$ cat config.mk
export PLATFORM = sky130hd
export DESIGN_NAME = tx_reg
export DESIGN_NICKNAME = d
export VERILOG_FILES = /design/src/rtl/tx_reg_pkg.sv /design/src/rtl/tx_reg_flex_counter.sv /design/src/rtl/tx_reg.sv
export SDC_FILE = /design/constraint.sdc
export NUM_CORES = 1
export LEC_CHECK = 0
export CAP_MARGIN = 20
export CORE_MARGIN = 1
export CORE_UTILIZATION = 50
export DETAILED_ROUTE_END_ITERATION = 7
export HOLD_SLACK_MARGIN = 0.12
export PLACE_DENSITY = 0.78
export SYNTH_ARGS = -nofsm -noshare
export SYNTH_HDL_FRONTEND = slang
export SYNTH_HIERARCHICAL = 1
export SYNTH_SLANG_ARGS = --single-unit
$ cat constraint.sdc
create_clock -name clk -period 4.1 [get_ports clk]
set_clock_uncertainty 0.15 [all_clocks]
set_input_delay 0.82 -clock clk [delete_from_list [all_inputs] [get_ports clk]]
set_output_delay 0.82 -clock clk [all_outputs]
set_load 0.1 [all_outputs]
$ cat src/rtl/tx_reg_pkg.sv
// tx_reg_pkg: shared widths and FSM state type for the byte-serialising transmit register
package tx_reg_pkg;
    localparam int DATA_W_DEF = 128;
    localparam int BYTE_W_DEF = 8;
    typedef enum logic [1:0] {IDLE, SEND, DONE} state_e;
endpackage

$ cat src/rtl/tx_reg_flex_counter.sv
// tx_reg_flex_counter: up-counter with synchronous clear that wraps to zero after the rollover value
module tx_reg_flex_counter #(
    parameter int W = 4
) (
    input  logic         clk,
    input  logic         rst,
    input  logic         clear_i,
    input  logic         en_i,
    input  logic [W-1:0] rollover_i,
    output logic [W-1:0] count_o
);
    logic [W-1:0] cnt_q;
    always_ff @(posedge clk) begin
        if (rst || clear_i) cnt_q <= '0;
        else if (en_i) cnt_q <= (cnt_q == rollover_i) ? '0 : cnt_q + W'(1);
    end
    assign count_o = cnt_q;
endmodule

$ cat src/rtl/tx_reg.sv
// tx_reg: loads a DATA_W block and offers it MSB-first one BYTE_W byte at a time under valid/ack
module tx_reg
    import tx_reg_pkg::*;
#(
    parameter int DATA_W = DATA_W_DEF,
    parameter int BYTE_W = BYTE_W_DEF
) (
    input  logic              clk,
    input  logic              rst,
    input  logic [DATA_W-1:0] tx_data,
    input  logic              tx_load,
    output logic              tx_ready,
    output logic [BYTE_W-1:0] byte_out,
    output logic              byte_valid,
    input  logic              byte_ack,
    output logic              tx_done
);
    localparam int N = DATA_W / BYTE_W;
    localparam int CNT_W = (N > 1) ? $clog2(N) : 1;
    localparam logic [CNT_W-1:0] LAST = CNT_W'(N - 1);
    state_e            state_q, state_d;
    logic [DATA_W-1:0] shift_q, shift_d;
    logic [CNT_W-1:0]  cnt;
    logic              load, adv;
    assign load = (state_q == IDLE) && tx_load;
    assign adv  = byte_valid && byte_ack;
    tx_reg_flex_counter #(.W(CNT_W)) u_cnt (
        .clk        (clk),
        .rst        (rst),
        .clear_i    (load),
        .en_i       (adv),
        .rollover_i (LAST),
        .count_o    (cnt)
    );
    always_ff @(posedge clk) begin
        if (rst) begin
            state_q <= IDLE;
            shift_q <= '0;
        end else begin
            state_q <= state_d;
            shift_q <= shift_d;
        end
    end
    always_comb begin
        state_d = (state_q == IDLE) ? (tx_load ? SEND : IDLE) :
                  (state_q == SEND) ? ((adv && cnt == LAST) ? DONE : SEND) : IDLE;
        shift_d = load ? tx_data : adv ? (shift_q << BYTE_W) : shift_q;
    end
    always_comb begin
        tx_ready   = state_q == IDLE;
        byte_valid = state_q == SEND;
        tx_done    = state_q == DONE;
        byte_out   = byte_valid ? shift_q[DATA_W-1 -: BYTE_W] : '0;
    end
endmodule

==> impl_metrics.ini <==
[synth]
synth_area_leaders = dfxtp_1 46%, o221a_1 19%, a21oi_1 11%, inv_1 7.8%, o221a_2 3.5%
synth_area_um2 = 5839
ys_types = 36
avgSynthCellArea_um2 = 9.434
synth-seq-cells = 134
synth_top_area_share_pct = 45.94
synth_warnings = 6
synth_top_area_cell = dfxtp_1
synth_cells = 619
ys_seq_area_share_pct = 45.94

[cts]
numCtsBuffers = 17
cts_max_level = 4
cts_tree = yes
root_buffer = clkbuf_16
cts_sinks = 134
cts_hold_buf = 0
clk_pin_slew_worst_paths_ns = 0.05
clock_latency_ns = 0.41
post_cts_buffers = 0
cts_buffer_depth = 2
ctsResizeCount = 0

[detailed_routing]
drt-total-wl_mm = 14.30
num_vias = 5089
drc = 2
routed_via_density = 5.718
ant_nets = 0
wl_per_cell_um = 16.07
drt_first_iter_violations = 374
drtPass1Iterations = 8

[critical_path]
crit_start = state_q[1]
cp_max_fo = 14
crit_type = reg2out
crit_slowest_cell = clkdlybuf4s50_1
r2r-start = state_q[1]
worst_r2r_path_depth = 5
path_cells = nor2_1 -> clkdlybuf4s50_1
cp-start-kind = flop
cp.required_ns = 3.13
crit_end = tx_ready
r2r-end = shift_q[114]
critPathArrivalTime_ns = 2.15
worst_setup_path_end_kind = output pin
slowest_delay_ns = 1.14
r2r_slack_ns = 1.78

[placed_design]
port-buffer-count = 142
place_congestion = 0.8193
dpl_worst_slack_ns = 1.001
dp_hpwl_mm = 8.880

[global_routing]
grt_max_degree = 122
grt_pass1_vias = 4892
grt_overflow = 0
grt_pass1_wl_mm = 22.78
grt_usage_pct = 24.24
antenna_found_initial = 0

[die]
ioPinCount = 143
die_h_um = 110.1
die_x_um = 110.1
initial_core_util_pct = 51.14
die_area_um2 = 12120
rows = 39
core_um2 = 11420

[power]
p_comb_share_pct = 13.8
ir_worst_vdd_mv = 0.2915
switching_share_pct = 24.15
power.switching_uw = 885.3
p_clk_share_pct = 45.0
power.internal_uw = 2781
p_leak_uw = 0.003402
seqPwrFrac_pct = 41.2
p_per_area_nw_per_um2 = 467.2

[job]
maxCapViolCount = 0

[layout]
multi_input_area_um2 = 2389
area_growth_pct = 34.37
final_util_pct = 68.72
final-seq-area_um2 = 2683
nFillCells = 869
final_cell_mix = 134 x dfxtp_1, 131 x clkdlybuf4s50_1, 130 x a21oi_1
nets = 868
final_common_cell = dfxtp_1
diodes = 0
layout-drive-gt1-share_pct = 9.906

[sta]
tns_ns = 0
setup_viol = 0
period_share_pct = 76.08
worst_slack_ns = 0.9807
worst_pin_slew_ns = 0.9667
slew_violations = 0
relSlewSlack_pct = 35.35
finalHoldViolCount = 0
period_needed_ns = 3.119
fmax_mhz = 320.6
rsz0062_at_grt = no

[run_status]
status = finished, violations left
violations = DRC

[hold_path]
hp-class = reg2reg
-- kinds of logic after synthesis --
group | after synthesis | share of synthesized area [%]
flops | 134 | 45.94
fa+ha+maj | 1 | 0.2142
mux | 2 | 0.4071
buf+inv | 178 | 13.50
xor+xnor | 5 | 0.7499
compound gates | 264 | 35.91
simple gates | 34 | 3.214
other cells | 1 | 0.06422
-- sequential cells by signal (all words and copies together), names as in the netlist --
signal,count
shift_q,128
state_q,2
u_cnt/count_o,4
-- critical path: cells and delay by family (launching register included) --
family / cells / cell delay [ns]
simple gates: 1 / 0.15
buf+inv: 1 / 1.14
flops: 1 / 0.45
-- how the worst min path moves through the flow --
stage | from | endpoint | slack [ns] | depth (start not counted)
after floorplan | shift_q[110] | shift_q[110] | 0.29 | 2
after global placement | shift_q[110] | shift_q[110] | 0.30 | 2
after detailed placement | shift_q[110] | shift_q[110] | 0.31 | 2
after CTS | shift_q[110] | shift_q[110] | 0.32 | 2
after global routing | shift_q[110] | shift_q[110] | 0.36 | 2
final | shift_q[110] | shift_q[110] | 0.32 | 2
-- through the flow --
step | hold WS, ns | instance area [um^2] | instances | power, uW
final | 0.3193 | 7846 | 890 | 3666
after global routing | 0.3575 | 7846 | 890 | 3798
after CTS | 0.3190 | 7819 | 889 | 3671
after detailed placement | 0.3082 | 7174 | 858 | 2026
after global placement | 0.3033 | 7174 | 858 | 2011
after floorplan | 0.2871 | 5854 | 623 | 1835
-- cell type report --
| class | count | share of cell area (%) |
|---|---|---|
| clock buffers | 18 | 5.597 |
| clock inverters | 13 | 2.615 |
| inverters | 122 | 5.868 |
| multi-input cells | 311 | 30.44 |
| flip-flops and latches | 134 | 34.19 |
| well taps | 143 | 2.280 |
| repair buffers | 149 | 19.01 |
-- cells in the mapped netlist --
| cell type | instances |
|---|---|
| conb_1 | 1 |
| and2b_1 | 1 |
| nand3_1 | 2 |
| nor2_1 | 3 |
| a21oi_1 | 130 |
| nor3_1 | 2 |
| inv_2 | 1 |
| clkbuf_1 | 24 |
| buf_6 | 11 |
| nand4_1 | 2 |
| nor2_2 | 1 |
| xnor2_1 | 1 |
| o221a_1 | 101 |
| and2_4 | 1 |
| o221a_2 | 18 |
| xor2_1 | 4 |
| a21o_1 | 1 |
| nand3b_1 | 1 |
| a211oi_1 | 1 |
| buf_2 | 12 |
| buf_1 | 3 |
| nand2b_1 | 1 |
| or3b_4 | 1 |
| nand2_1 | 9 |
| a2111oi_2 | 2 |
| nor2b_1 | 2 |
| a21boi_0 | 1 |
| dfxtp_1 | 134 |
| o41ai_1 | 1 |
| buf_4 | 6 |
| mux2i_1 | 1 |
| inv_1 | 121 |
| ha_1 | 1 |
| mux2i_2 | 1 |
| and2_1 | 8 |
| o21ai_0 | 9 |
-- metal layers --
metal | GRT usage [%] | vias to the layer above | part of all wire [%]
li1 | - | 2463 | -
met2 | 38.93 | 179 | 48
met4 | 11.24 | 0 | 2.3
met3 | 5.232 | 28 | 5.1
met1 | 31.05 | 2419 | 45
met5 | 0 | - | 0
-- power groups by stage --
stage | clock, uW | sequential [uW] | combinational (uW)
after floorplan | 0 | 1500 | 335
after global placement | 0 | 1530 | 483
after detailed placement | 0 | 1530 | 495
after CTS | 1660 | 1510 | 501
after global routing | 1730 | 1520 | 551
final | 1650 | 1510 | 507
Power figures use the tool's default switching activity.
==> RTL change 1, RTL diff (same settings) <==
The 3 states of `state_e` get a one-hot encoding in 3 bits.
--- a/src/rtl/tx_reg_pkg.sv
+++ b/src/rtl/tx_reg_pkg.sv
@@ -4,3 +4,3 @@
     localparam int BYTE_W_DEF = 8;
-    typedef enum logic [1:0] {IDLE, SEND, DONE} state_e;
+    typedef enum logic [2:0] {IDLE = 3'b001, SEND = 3'b010, DONE = 3'b100} state_e;
 endpackage
Function: no difference found for any inputs over 10 cycles, from zero or initial values and one cycle with rst high; not proved beyond that.
==> RTL change 1 against the original RTL <==
Setup slack got worse by 0.092 ns; routed wire length grew 11%; area after synthesis increased by 5.2%; via count rose by 17%; count of clock-buffer cells in the layout increased by 10; total power down 3.6%; non-clock buffer count up 4; final area up 2.4%; cell count up 14%; sequential cell count is 1 higher; first-iteration DRC count grew 37%; largest cell class is now multi-input combinational cells.
==> RTL change 1: results (changes against the original RTL) <==
GRT:
- The wire length of the first global-routing pass came to 25800 um (was 22800 um).
- The met2 usage in global routing was 41.4% (was 38.9%).
- The pin count of the biggest net entering global routing is 131 (was 122).
- The total track usage came to 25.1% (was 24.2%).
- The met3 track demand over resource in global routing was 6.53% (was 5.23%).

Synthesis:
- The average cell area after synthesis is 8.02 um2 (was 9.43 um2).
- The number of different library cells in the post-synthesis netlist is 34 (was 36).
- The share of synthesized area occupied by flip-flops and latches is 44.0% (was 45.9%).
- The adder-cell share of the synthesized area came to 0.204% (was 0.214%).
- The area fraction in compound gates after synthesis is 26.1% (was 35.9%).

Detailed routing:
- The average routed wire per standard cell was 15.6 um (was 16.1 um).
- The mean number of vias per cell is 5.85 (was 5.72).
- The sum of met2 wire segment lengths after detailed routing is 7650 um (was 6860 um).
- The total vias in the final route is 5953 (was 5089).
- The routed length on met3 is 855 um (was 732 um).

Final layout:
- The number of nets in the layout is 993 (was 868).
- The share of layout cells above drive strength 1 is 6.20% (was 9.91%).
- The layout filler cell count is 995 (was 869).

Placed design:
- The post-detailed-placement half-perimeter wirelength was 9500 um (was 8880 um).
- The routability-driven placement congestion ratio is 0.800 (was 0.819).
- The placed standard-cell area is 0.00742 mm2 (was 0.00717 mm2).

STA:
- The worst-case hold slack is 0.310 ns (was 0.319 ns).
- The fmax is 311 MHz (was 321 MHz).
- The worst slew margin relative to its limit came to 26.5% (was 35.4%).

Outcome:
- Outcome: finished clean (was finished with violations).

Setup path:
- The biggest cell delay along the critical path is 1.16 ns (was 1.14 ns).
- The arrival time of the worst setup path was 2.24 ns (was 2.15 ns).

Power:
- The largest vdd supply drop is 0.240 mV (was 0.292 mV).
- The static leakage is 2.82 nW (was 3.40 nW).
==> RTL change 1: cell count changes after synthesis, moves of 8 or more <==
cell | before | now
sky130_fd_sc_hd__nand2_1 | 9 | 131
sky130_fd_sc_hd__inv_1 | 121 | 0
sky130_fd_sc_hd__nor3_1 | 2 | 121
sky130_fd_sc_hd__o221a_2 | 18 | 0
sky130_fd_sc_hd__a21oi_1 | 130 | 9
sky130_fd_sc_hd__buf_2 | 12 | 50
sky130_fd_sc_hd__a211oi_1 | 1 | 118
sky130_fd_sc_hd__nand3_1 | 2 | 10
sky130_fd_sc_hd__o221a_1 | 101 | 0
sky130_fd_sc_hd__o21ai_0 | 9 | 118
==> RTL change 1: cell type report <==
cell class	instances	area (um2)	share of cell area [%]
tap	147	184	2.29
clock buffer	28	537	6.68
multi-input combinational	551	3020	37.6
clock inverter	2	35.0	0.436
timing repair buffer	153	1540	19.2
inverter	2	15.0	0.187
sequential	135	2700	33.6
==> RTL change 1: worst reg2reg max path: stages (launching register included) <==
cell and delay [ns]:
sky130_fd_sc_hd__dfxtp_1 0.45, sky130_fd_sc_hd__nand4bb_4 0.22, sky130_fd_sc_hd__buf_4 0.81, sky130_fd_sc_hd__o21ai_0 0.33, sky130_fd_sc_hd__a211oi_1 0.34
==> RTL change 1: final timing paths <==
path,startpoint,endpoint,cells past startpoint
setup / recovery,state_q[0],tx_ready,2
hold / removal,shift_q[1],shift_q[1],2
setup reg to reg,state_q[1],shift_q[23],4
hold reg to reg,shift_q[1],shift_q[1],2
==> RTL change 1: power by group <==
part / internal (mW) / switching, mW / leakage (nW) / total [mW]
registers: 1.43 / 0.0654 / 1.11 / 1.50
logic: 0.280 / 0.295 / 1.43 / 0.575
clock network: 0.940 / 0.520 / 0.283 / 1.46
total: 2.65 / 0.881 / 2.82 / 3.54
==> RTL change 2, RTL diff (same settings) <==
Without the edit above. Change the package constant `DATA_W_DEF` from 128 to 64.
--- a/src/rtl/tx_reg_pkg.sv
+++ b/src/rtl/tx_reg_pkg.sv
@@ -2,3 +2,3 @@
 package tx_reg_pkg;
-    localparam int DATA_W_DEF = 128;
+    localparam int DATA_W_DEF = 64;
     localparam int BYTE_W_DEF = 8;
Ports: changed (resized tx_data); port bits go from 143 to 79. No check against the original RTL was run, so the function may have changed too.
==> RTL change 2 against the original RTL <==
Core utilization hardly changed; total power is 51% lower; routed wire length is 50% lower; setup slack better by 0.026 ns; critical path depth unchanged; final area down 48%; largest power group is now sequential cells; register-to-register slack improved by 0.26 ns; critical path type unchanged; maximum frequency rose by 0.83%; non-clock buffer count is 68 lower; sequential cell count is 65 lower; area after synthesis is 48% lower.
==> RTL change 2: results (changes against the original RTL) <==
Synthesis:
- Leading post-synthesis cells by instance count: 69 x sky130_fd_sc_hd__dfxtp_1, 65 x sky130_fd_sc_hd__a21oi_1, 58 x sky130_fd_sc_hd__inv_1 (was 134 x sky130_fd_sc_hd__dfxtp_1, 130 x sky130_fd_sc_hd__a21oi_1, 121 x sky130_fd_sc_hd__inv_1).
- The share of synthesized area occupied by flip-flops and latches came to 45.2% (was 45.9%).
- The number of different library cells in the post-synthesis netlist is 30 (was 36).
- Cells taking the most area after synthesis: sky130_fd_sc_hd__dfxtp_1 45%, sky130_fd_sc_hd__o221a_2 20%, sky130_fd_sc_hd__a21oi_1 11%, sky130_fd_sc_hd__inv_1 7.1%, sky130_fd_sc_hd__buf_6 1.8% (was sky130_fd_sc_hd__dfxtp_1 46%, sky130_fd_sc_hd__o221a_1 19%, sky130_fd_sc_hd__a21oi_1 11%, sky130_fd_sc_hd__inv_1 7.8%, sky130_fd_sc_hd__o221a_2 3.5%).

CTS:
- The clock root buffer was sky130_fd_sc_hd__clkbuf_8 (was sky130_fd_sc_hd__clkbuf_16).
- The clock slew at the register clock pins of the worst setup and hold paths is 0.07 ns (was 0.05 ns).
- The TritonCTS buffer count is 9 (was 17).
- The quantity of gates resized following cts is 0 (unchanged).
- The clock insertion delay at the later pin of the skew report is 0.33 ns (was 0.41 ns).
- The H-tree depth reported by CTS is 3 (was 4).
- The post-CTS setup buffer count is 0 (unchanged).

Final layout:
- The share of layout cells above drive strength 1 is 21.9% (was 9.91%).
- The flip-flop count of the largest register after layout is 64 (was 128).
- The number of nets in the layout is 470 (was 868).

STA:
- The worst-margin pin slew was 0.957 ns (was 0.967 ns).

Placed design:
- The number of buffer cells added on primary ports is 78 (was 142).
- The routability-driven placement congestion ratio is 0.801 (was 0.819).
- The post-detailed-placement half-perimeter wirelength is 4560 um (was 8880 um).

GRT:
- The via count of the first global-routing pass came to 2399 (was 4892).
- The pin count of the biggest net entering global routing is 69 (was 122).
- The wire length of the first global-routing pass is 11400 um (was 22800 um).
- The total track usage is 23.1% (was 24.2%).

Outcome:
- Outcome: finished clean (was finished with violations).

Setup path:
- The master of the slowest instance on the critical path is sky130_fd_sc_hd__clkdlybuf4s50_1 (unchanged).
- The arrival time of the worst setup path is 2.12 ns (was 2.15 ns).

Detailed routing:
- The mean number of vias per cell is 5.54 (was 5.72).
- The final wirelength is 7090 um (was 14300 um).
- The detailed router's first-iteration violation count is 272 (was 374).
- The number of optimization iterations in the first detailed-route pass is 5 (was 8).

Power:
- The static leakage is 1.80 nW (was 3.40 nW).
- The largest vdd supply drop is 0.251 mV (was 0.292 mV).
-- RTL change 2: report_power, final --
group | total (mW) | internal (mW) | switching [mW]
Combinational | 0.282 | 0.140 | 0.142
Clock | 0.732 | 0.482 | 0.249
Sequential | 0.771 | 0.731 | 0.0404
-- RTL change 2: worst reg2reg max path: cells and delay by family (launching register included) --
| kind | cells | cell delay (ns) |
|---|---|---|
| buf+inv | 1 | 0.34 |
| simple gates | 3 | 0.79 |
| flops | 1 | 0.68 |
-- RTL change 2: metrics by stage --
stage	utilization (%)	instances	setup WS (ns)	hold WS [ns]	cell area, um2
after floorplan	-	337	0.716	0.299	3070
after global placement	64.1	465	1.36	0.313	3790
after detailed placement	64.1	465	1.33	0.320	3790
after CTS	68.7	481	0.975	0.330	4070
after global routing	68.7	481	0.930	0.357	4070
final	68.7	481	1.01	0.332	4070
-- RTL change 2: path summary, 6_finish.rpt --
kind	slack, ns	endpoint	startpoint	cells after the start
setup / recovery	1.01	tx_ready	state_q[1]	2
hold / removal	0.33	shift_q[6]	shift_q[6]	2
setup reg to reg	2.04	u_cnt/count_o[2]	state_q[1]	4
hold reg to reg	0.33	shift_q[6]	shift_q[6]	2
-- RTL change 2: final cells by class --
cell class              instances  area [um2]
clock inverters                 6         134
clock buffers                  10         138
fillers                       499        1850
multi-input cells             182        1330
well taps                      75        93.8
repair buffers                 81         773
inverters                      58         218
flip-flops and latches         69        1380
-- RTL change 2: cell families after synthesis --
kind of cell / synth area share [%]
simple gates: 7.69
fa+ha+maj: 0.409
mux: 0.450
other cells: 0.123
compound gates: 33.2
buf+inv: 12.1
flops: 45.2
xor+xnor: 0.859
-- RTL change 2: layer usage --
| layer | global-route usage (%) | up-vias | share of wire, % |
|---|---|---|---|
| li1 | - | 1327 | - |
| met1 | 30.4 | 1238 | 46 |
| met2 | 37.3 | 89 | 47 |
| met3 | 4.43 | 11 | 5.2 |
| met4 | 8.75 | 0 | 1.4 |
| met5 | 0 | - | 0 |
